--- config.mk ---
export PLATFORM = sky130hd
export DESIGN_NAME = alu_bcd_display_seq
export DESIGN_NICKNAME = d
export VERILOG_FILES = /design/src/rtl/alu_disp_pkg.sv /design/src/rtl/bin2bcd_seq.sv /design/src/rtl/alu_bcd_display_seq.sv
export SDC_FILE = /design/constraint.sdc
export NUM_CORES = 1
export LEC_CHECK = 0
export BUFFER_PORTS_ARGS = -buffer_cell sky130_fd_sc_hd__buf_2
export CAP_MARGIN = 15
export CELL_PAD_IN_SITES_DETAIL_PLACEMENT = 1
export CELL_PAD_IN_SITES_GLOBAL_PLACEMENT = 2
export CORE_ASPECT_RATIO = 1.4
export CORE_MARGIN = 2
export CORE_UTILIZATION = 38
export DETAILED_ROUTE_END_ITERATION = 16
export PLACE_DENSITY = 0.85
export SETUP_SLACK_MARGIN = 0.4
export SYNTH_ARGS = -nofsm -noshare
export SYNTH_HDL_FRONTEND = slang
export SYNTH_SLANG_ARGS = --single-unit
--- constraint.sdc ---
create_clock -name clk -period 2.2 [get_ports clk]
set_input_delay 0.44 -clock clk [delete_from_list [all_inputs] [get_ports clk]]
set_output_delay 0.44 -clock clk [all_outputs]
set_load 0.01 [all_outputs]
--- src/rtl/alu_disp_pkg.sv ---
// Shared definitions for the sequential ALU / BCD / 7-segment display block.
//   - opcode encodings
//   - active-low 7-segment codes {g,f,e,d,c,b,a} and a nibble encoder
//   - FSM state encoding
package alu_disp_pkg;

  localparam int unsigned NIB_W = 4;
  localparam int unsigned SEG_W = 7;

  localparam logic [1:0] OP_ADD = 2'b00;
  localparam logic [1:0] OP_SUB = 2'b01;
  localparam logic [1:0] OP_MUL = 2'b10;
  localparam logic [1:0] OP_SHL = 2'b11;

  localparam logic [SEG_W-1:0] SEG_BLANK = 7'h7F;
  localparam logic [SEG_W-1:0] SEG_0     = 7'h40;
  localparam logic [SEG_W-1:0] SEG_1     = 7'h79;
  localparam logic [SEG_W-1:0] SEG_2     = 7'h24;
  localparam logic [SEG_W-1:0] SEG_3     = 7'h30;
  localparam logic [SEG_W-1:0] SEG_4     = 7'h19;
  localparam logic [SEG_W-1:0] SEG_5     = 7'h12;
  localparam logic [SEG_W-1:0] SEG_6     = 7'h02;
  localparam logic [SEG_W-1:0] SEG_7     = 7'h78;
  localparam logic [SEG_W-1:0] SEG_8     = 7'h00;
  localparam logic [SEG_W-1:0] SEG_9     = 7'h10;

  typedef enum logic [2:0] {
    ST_IDLE   = 3'd0,
    ST_CONV_A = 3'd1,
    ST_CONV_B = 3'd2,
    ST_CONV_R = 3'd3,
    ST_DONE   = 3'd4
  } state_t;

  // BCD nibble to segment code; non-decimal nibbles show blank
  function automatic logic [SEG_W-1:0] seg_encode(input logic [NIB_W-1:0] nib);
    logic [SEG_W-1:0] s;
    case (nib)
      4'd0:    s = SEG_0;
      4'd1:    s = SEG_1;
      4'd2:    s = SEG_2;
      4'd3:    s = SEG_3;
      4'd4:    s = SEG_4;
      4'd5:    s = SEG_5;
      4'd6:    s = SEG_6;
      4'd7:    s = SEG_7;
      4'd8:    s = SEG_8;
      4'd9:    s = SEG_9;
      default: s = SEG_BLANK;
    endcase
    return s;
  endfunction

endpackage

--- src/rtl/bin2bcd_seq.sv ---
// Sequential double-dabble binary-to-BCD converter, one bit per cycle.
//   clk, rst_n : clock / async active-low reset
//   load       : capture bin_in (the first shift happens on the load edge)
//   bin_in     : BIN_W-bit value to convert
//   busy       : conversion in progress
//   valid      : one-cycle pulse once BIN_W shifts have completed
//   bcd_out    : DIGITS BCD nibbles, nibble 0 = units
module bin2bcd_seq
  import alu_disp_pkg::*;
#(
  parameter int unsigned BIN_W  = 8,
  parameter int unsigned DIGITS = 3
) (
  input  logic                     clk,
  input  logic                     rst_n,
  input  logic                     load,
  input  logic [BIN_W-1:0]         bin_in,
  output logic                     busy,
  output logic                     valid,
  output logic [NIB_W*DIGITS-1:0]  bcd_out
);

  localparam int unsigned BCD_W = NIB_W * DIGITS;
  localparam int unsigned CNT_W = $clog2(BIN_W + 1);

  logic [BIN_W-1:0] bin_q;
  logic [BCD_W-1:0] bcd_q;
  logic [BCD_W-1:0] adj_c;
  logic [CNT_W-1:0] cnt_q;

  // add-3 correction on every nibble >= 5 before the shift
  always_comb begin
    adj_c = bcd_q;
    for (int d = 0; d < int'(DIGITS); d++) begin
      if (bcd_q[NIB_W*d +: NIB_W] >= 4'd5)
        adj_c[NIB_W*d +: NIB_W] = bcd_q[NIB_W*d +: NIB_W] + 4'd3;
    end
  end

  // The load edge doubles as shift #1: with bcd cleared no correction applies.
  always_ff @(posedge clk or negedge rst_n) begin
    if (!rst_n) begin
      bin_q <= '0;
      bcd_q <= '0;
      cnt_q <= '0;
      busy  <= 1'b0;
      valid <= 1'b0;
    end else begin
      valid <= 1'b0;
      if (load) begin
        bin_q <= {bin_in[BIN_W-2:0], 1'b0};
        bcd_q <= BCD_W'(bin_in[BIN_W-1]);
        cnt_q <= CNT_W'(1);
        busy  <= 1'b1;
      end else if (busy) begin
        bin_q <= {bin_q[BIN_W-2:0], 1'b0};
        bcd_q <= {adj_c[BCD_W-2:0], bin_q[BIN_W-1]};
        cnt_q <= cnt_q + CNT_W'(1);
        if (cnt_q == CNT_W'(BIN_W - 1)) begin
          busy  <= 1'b0;
          valid <= 1'b1;
        end
      end
    end
  end

  assign bcd_out = bcd_q;

endmodule

--- src/rtl/alu_bcd_display_seq.sv ---
// Clocked ALU with BCD conversion and 7-segment display drive.
//   clk, rst_n    : clock / async active-low reset
//   start, op,a,b : request and operands, accepted when busy=0
//   busy          : accept edge through done cycle inclusive
//   done          : one-cycle pulse, display/result outputs update with it
//   result, neg   : magnitude and sign (subtract only) of the last result
//   a_seg, b_seg  : operand digits, 7 bits per digit, digit 0 = units
//   r_seg         : result digits, same layout
module alu_bcd_display_seq
  import alu_disp_pkg::*;
#(
  parameter int unsigned WIDTH      = 4,
  parameter int unsigned IN_DIGITS  = 2,
  parameter int unsigned OUT_DIGITS = 3,
  parameter bit          BLANK_LZ   = 1'b1
) (
  input  logic                          clk,
  input  logic                          rst_n,
  input  logic                          start,
  input  logic [1:0]                    op,
  input  logic [WIDTH-1:0]              a,
  input  logic [WIDTH-1:0]              b,
  output logic                          busy,
  output logic                          done,
  output logic [2*WIDTH-1:0]            result,
  output logic                          neg,
  output logic [SEG_W*IN_DIGITS-1:0]    a_seg,
  output logic [SEG_W*IN_DIGITS-1:0]    b_seg,
  output logic [SEG_W*OUT_DIGITS-1:0]   r_seg
);

  localparam int unsigned RES_W     = 2 * WIDTH;
  localparam int unsigned IN_BCD_W  = NIB_W * IN_DIGITS;
  localparam int unsigned OUT_BCD_W = NIB_W * OUT_DIGITS;

  localparam longint unsigned IN_MAX  = (64'd1 << WIDTH) - 64'd1;
  localparam longint unsigned RES_MAX = (64'd1 << RES_W) - 64'd1;
  localparam longint unsigned IN_LIM  = 64'd10 ** IN_DIGITS;
  localparam longint unsigned OUT_LIM = 64'd10 ** OUT_DIGITS;

  // parameter sanity: every value must fit the digits provided
  if (WIDTH < 2) begin : g_chk_width
    $error("alu_bcd_display_seq: WIDTH must be >= 2");
  end
  if (IN_LIM <= IN_MAX) begin : g_chk_in_digits
    $error("alu_bcd_display_seq: IN_DIGITS too small for WIDTH");
  end
  if (OUT_LIM <= RES_MAX) begin : g_chk_out_digits
    $error("alu_bcd_display_seq: OUT_DIGITS too small for 2*WIDTH");
  end
  if (IN_DIGITS > OUT_DIGITS) begin : g_chk_digit_order
    $error("alu_bcd_display_seq: IN_DIGITS must not exceed OUT_DIGITS");
  end

  state_t state_q, state_c;

  logic [WIDTH-1:0]     b_q;
  logic [RES_W-1:0]     res_q;
  logic                 neg_q;
  logic [IN_BCD_W-1:0]  a_bcd_q, b_bcd_q;
  logic [OUT_BCD_W-1:0] r_bcd_q;

  logic                 accept_c;
  logic [WIDTH-1:0]     shamt_c;
  logic [RES_W-1:0]     res_c;
  logic                 conv_load_c;
  logic [RES_W-1:0]     conv_bin_c;
  logic                 conv_busy, conv_valid;
  logic [OUT_BCD_W-1:0] conv_bcd;

  logic [SEG_W*IN_DIGITS-1:0]  a_seg_c, b_seg_c;
  logic [SEG_W*OUT_DIGITS-1:0] r_seg_c;
  logic                        lit_a_c, lit_b_c, lit_r_c;

  assign accept_c = (state_q == ST_IDLE) && start && !busy && !conv_busy;

  // ALU; every result fits RES_W so no overflow handling is needed
  always_comb begin
    shamt_c = WIDTH'(32'(b) % WIDTH);
    res_c   = '0;
    case (op)
      OP_ADD: res_c = RES_W'(a) + RES_W'(b);
      OP_SUB: res_c = (a >= b) ? RES_W'(a) - RES_W'(b) : RES_W'(b) - RES_W'(a);
      OP_MUL: res_c = RES_W'(a) * RES_W'(b);
      OP_SHL: res_c = RES_W'(a) << shamt_c;
      default: res_c = '0;
    endcase
  end

  // next state; each conversion phase ends on the converter valid pulse,
  // which is also the load edge of the next phase
  always_comb begin
    state_c     = state_q;
    conv_load_c = 1'b0;
    conv_bin_c  = '0;
    case (state_q)
      ST_IDLE: begin
        if (accept_c) begin
          state_c     = ST_CONV_A;
          conv_load_c = 1'b1;
          conv_bin_c  = RES_W'(a);
        end
      end
      ST_CONV_A: begin
        if (conv_valid) begin
          state_c     = ST_CONV_B;
          conv_load_c = 1'b1;
          conv_bin_c  = RES_W'(b_q);
        end
      end
      ST_CONV_B: begin
        if (conv_valid) begin
          state_c     = ST_CONV_R;
          conv_load_c = 1'b1;
          conv_bin_c  = res_q;
        end
      end
      ST_CONV_R: begin
        if (conv_valid) state_c = ST_DONE;
      end
      ST_DONE: state_c = ST_IDLE;
      default: state_c = ST_IDLE;
    endcase
  end

  always_ff @(posedge clk or negedge rst_n) begin
    if (!rst_n) state_q <= ST_IDLE;
    else        state_q <= state_c;
  end

  bin2bcd_seq #(
    .BIN_W  (RES_W),
    .DIGITS (OUT_DIGITS)
  ) u_bin2bcd (
    .clk     (clk),
    .rst_n   (rst_n),
    .load    (conv_load_c),
    .bin_in  (conv_bin_c),
    .busy    (conv_busy),
    .valid   (conv_valid),
    .bcd_out (conv_bcd)
  );

  // digit encode with optional leading-zero blanking, scanned MSD first
  always_comb begin
    a_seg_c = '1;
    b_seg_c = '1;
    r_seg_c = '1;
    lit_a_c = !BLANK_LZ;
    lit_b_c = !BLANK_LZ;
    lit_r_c = !BLANK_LZ;
    for (int k = int'(IN_DIGITS) - 1; k >= 0; k--) begin
      if (a_bcd_q[NIB_W*k +: NIB_W] != 4'd0 || k == 0) lit_a_c = 1'b1;
      if (b_bcd_q[NIB_W*k +: NIB_W] != 4'd0 || k == 0) lit_b_c = 1'b1;
      if (lit_a_c) a_seg_c[SEG_W*k +: SEG_W] = seg_encode(a_bcd_q[NIB_W*k +: NIB_W]);
      if (lit_b_c) b_seg_c[SEG_W*k +: SEG_W] = seg_encode(b_bcd_q[NIB_W*k +: NIB_W]);
    end
    for (int k = int'(OUT_DIGITS) - 1; k >= 0; k--) begin
      if (r_bcd_q[NIB_W*k +: NIB_W] != 4'd0 || k == 0) lit_r_c = 1'b1;
      if (lit_r_c) r_seg_c[SEG_W*k +: SEG_W] = seg_encode(r_bcd_q[NIB_W*k +: NIB_W]);
    end
  end

  // operand/result capture, BCD capture and registered outputs
  always_ff @(posedge clk or negedge rst_n) begin
    if (!rst_n) begin
      b_q     <= '0;
      res_q   <= '0;
      neg_q   <= 1'b0;
      a_bcd_q <= '0;
      b_bcd_q <= '0;
      r_bcd_q <= '0;
      busy    <= 1'b0;
      done    <= 1'b0;
      result  <= '0;
      neg     <= 1'b0;
      a_seg   <= '1;
      b_seg   <= '1;
      r_seg   <= '1;
    end else begin
      done <= 1'b0;
      if (accept_c) begin
        b_q   <= b;
        res_q <= res_c;
        neg_q <= (op == OP_SUB) && (a < b);
        busy  <= 1'b1;
      end
      if (done) busy <= 1'b0;
      case (state_q)
        ST_CONV_A: if (conv_valid) a_bcd_q <= conv_bcd[IN_BCD_W-1:0];
        ST_CONV_B: if (conv_valid) b_bcd_q <= conv_bcd[IN_BCD_W-1:0];
        ST_CONV_R: if (conv_valid) r_bcd_q <= conv_bcd;
        ST_DONE: begin
          done   <= 1'b1;
          result <= res_q;
          neg    <= neg_q;
          a_seg  <= a_seg_c;
          b_seg  <= b_seg_c;
          r_seg  <= r_seg_c;
        end
        default: ;
      endcase
    end
  end

endmodule
==> results.md <==
- FP Rows: 61
- # port buffers: between 70 and 80
- YS warnings: 0
- Synth Register Bits: ~130
- CTS root buf: clkbuf_16
- Synthesized instance count: 803
- Reg2reg start: busy$_DFFE_PN0P_
- Die Ht: 170.8 um
- # IOs: 73
- Placed insts: between 1000 and 1500
- Gr usage total: 0.2126
- Total clock sinks: 129
- Slew HR: 0.6524
- Final slew viol count: 0
- Dpl ws: -0.8689 ns
- Worst setup path class: in -> reg
- Hold WS: roughly 0.45 ns
- RSZ-0062 raised after global routing: true
- Starting Density: 0.3837
- Max VDD drop: roughly 670 uV
- Worst path bufs/invs: 2
- Final Core Density: 0.5073
- Slew @ Worst Pin: 0.5195 ns
- Reg-to-reg endpoint: u_bin2bcd.bin_q[7]$_DFFE_PN0P_
- Global placer's final weighted congestion: 0.8836
- Startpoint types: primary input
- Final WS setup: -0.3280 ns
- Worst hold stages: 4
- Design area: 9990 sq um
- Synth unique cells: 63
- Antenna violations before repair: 0
- Status: finished with violations
- Fin cells: around 1200
- Drt total wl: 21390 um
- Synth async-reset ratio: 1.000
- Chip width: 123.2 um
- DR iter-0 viols: about 310
- Clock latency on the worst-skew pair: about 0.42 ns
- Clock skew: 0.01114 ns
- EDFF count, synth: 0
- Worst R2R Path Depth: 7
- Crit path time final: roughly 2.5 ns
- Max FO, Critical Path: 3
- H-tree level count: 4
- Critical Path Max Stage Delay: 0.53 ns
- CTS max path bufs: 2
- Largest net degree at the start of global routing: 67
- Vias/cell: approximately 5.3
- Power per cell area: between 1000 and 1500 nW/um^2
- 1st-pass router iterations: 6
- TritonCTS clock tree: yes
- P_leak: 4.539 nW
- TritonCTS Buffers: 17
- Die ar.: 21040 sq um
- Worst path cell trace: buf_8 > nand2_4 > fa_1 > inv_1 > fa_1 > ha_1 > a211oi_2 > o21bai_1 > a21oi_2 > mux2i_1 > o311ai_1
- Crit. End Element: flop
- Hpwl dp: 15090 um
- Layout cells sized above 1: 0.3552
- Seq/Total Area, Yosys: 0.4353
- Main synth FF type: dfrtp_1
- Wire length per cell: 17.85 um
- Max_cap viols: 0
- R2R Setup Slk: ~0.27 ns
- Mean Syn Cell Area: between 9 and 10 sq um
- Area grow syn2layout: 32.21%
- Slowest CP cell: fa_1
- Final hold violations: 0
- WP data required: 2.49 ns
- Reg clk slew, reported paths: 0.07 ns
- Placed Instance Area: roughly 8700 sq um
- Nets: 1019
- Diode count: 0
- Violated checks: negative setup slack
- Antenna viol nets, final: 0
- Vias in the first global route: approximately 6900
- Largest delay contributor family on the critical path: adder cells
- Hold wc startpoint: a[2]
- First-pass GRT wire length: 34850 um
- Cell area after synthesis: 7556 sq um
- Hold path endpoint: u_bin2bcd.bin_q[3]$_DFFE_PN0P_
- Vias post-DR: 6320
- CP dominant cell by count: fa_1
- Fmax: 395.6 MHz
- Final setup fails: 5
- Core Area: 19690 sq um
- WP data arrival: 2.82 ns
- Final period util: 1.149
- # DRC: 0
- Grt ovf: 0
- HP Class: in -> reg
- Synthesized net count: 889
## tightest hold or removal path, stage by stage
cell,delay [ns]
buf_8,0.08
buf_4,0.13
a222oi_1,0.11
o21ai_2,0.07
## Yosys cell counts, drive strengths merged (7+ instances only)
cell type,n,area share
a21o,11,0.011
a21oi,49,0.033
buf,12,0.0070
clkbuf,29,0.014
dfrtp,80,0.26
dfstp,49,0.17
fa,7,0.019
ha,66,0.11
inv,49,0.024
mux2,16,0.024
mux2i,19,0.025
nand2,115,0.057
nand2b,19,0.016
nand3,12,0.0079
nor2,63,0.031
nor2b,10,0.0083
o21ai,77,0.051
o22a,12,0.014
o22ai,12,0.0099
xnor2,11,0.013
## logic make-up after synthesis
| group | after synthesis | share of synthesized area |
|---|---|---|
| simple gates | 251 | 0.1540 |
| compound gates | 210 | 0.1714 |
| flops | 129 | 0.4353 |
| buf+inv | 91 | 0.04620 |
| fa+ha+maj | 73 | 0.1278 |
| mux | 35 | 0.04901 |
| xor+xnor | 14 | 0.01623 |
## flip-flops by register name (all words and copies together) (netlist names), 12 cells and up
signal             count
a_seg                 14
b_seg                 14
r_bcd_q               12
r_seg                 21
u_bin2bcd.bcd_out     12
## stage by stage
| stage | power, mW | setup TNS [ns] |
|---|---|---|
| after floorplan | 6.120 | -2.364 |
| after global placement | 7.169 | -3.549 |
| after detailed placement | 7.323 | -4.036 |
| after CTS | 10.72 | -1.382 |
| after global routing | 11.74 | -1.834 |
| final | 11.00 | -1.265 |
## power breakdown
part	switching (mW)	internal [mW]	total, mW
clock network	1.13	1.91	3.04
registers	0.793	3.18	3.97
logic	2.07	1.92	3.99
## worst max path at each step
stage | to | from | slack, ns | cells after the start
global route | res_q[5]$_DFFE_PN0P_ | a[2] | -0.44 | 12
finish | res_q[7]$_DFFE_PN0P_ | a[2] | -0.33 | 11
detailed placement | res_q[7]$_DFFE_PN0P_ | a[0] | -0.87 | 11
CTS | res_q[7]$_DFFE_PN0P_ | a[2] | -0.32 | 11
global placement | res_q[7]$_DFFE_PN0P_ | b[3] | -0.77 | 11
floorplan | res_q[7]$_DFFE_PN0P_ | b[1] | -0.59 | 11
## area by class of cell
| type | instances | area, sq um |
|---|---|---|
| fill | 2188 | 9702 |
| multi-input combinational | 583 | 4373 |
| sequential | 129 | 3292 |
| timing repair buffer | 152 | 1181 |
| clock buffer | 17 | 425.4 |
| tap | 252 | 315.3 |
| clock inverter | 15 | 206.4 |
| inverter | 50 | 196.4 |
## placed cells by master (no fill, tap or decap), types with 17 or more instances in the layout
cell         n
buf_6       18
nand2b_1    17
nor2_1      53
mux2i_1     19
o21ai_0     61
clkbuf_16   18
dfstp_2     49
inv_1       44
ha_1        53
nand2_1    105
buf_4       53
buf_2       67
dfrtp_1     78
a21oi_1     36
## timing repair
| action | 4_1_cts | 5_1_grt |
|---|---|---|
| endpoints found under the setup margin | 38 | 63 |
| setup buffers | 9 | 6 |
| gates resized for setup | 56 | 72 |
| cloned | 1 | 1 |
| pin swaps | 40 | 24 |
| hold buffers | 1 | 0 |
| hold endpoints to repair | 24 | 0 |
## layer usage
layer | wire [um] | vias to the layer above | global-route usage
met1 | 7959 | 3091 | 0.2268
met4 | 1039 | 0 | 0.1151
li1 | - | 3036 | -
met3 | 589 | 59 | 0.03100
met2 | 11800 | 134 | 0.3944
met5 | 0 | - | 0
Power figures use the tool's default switching activity.
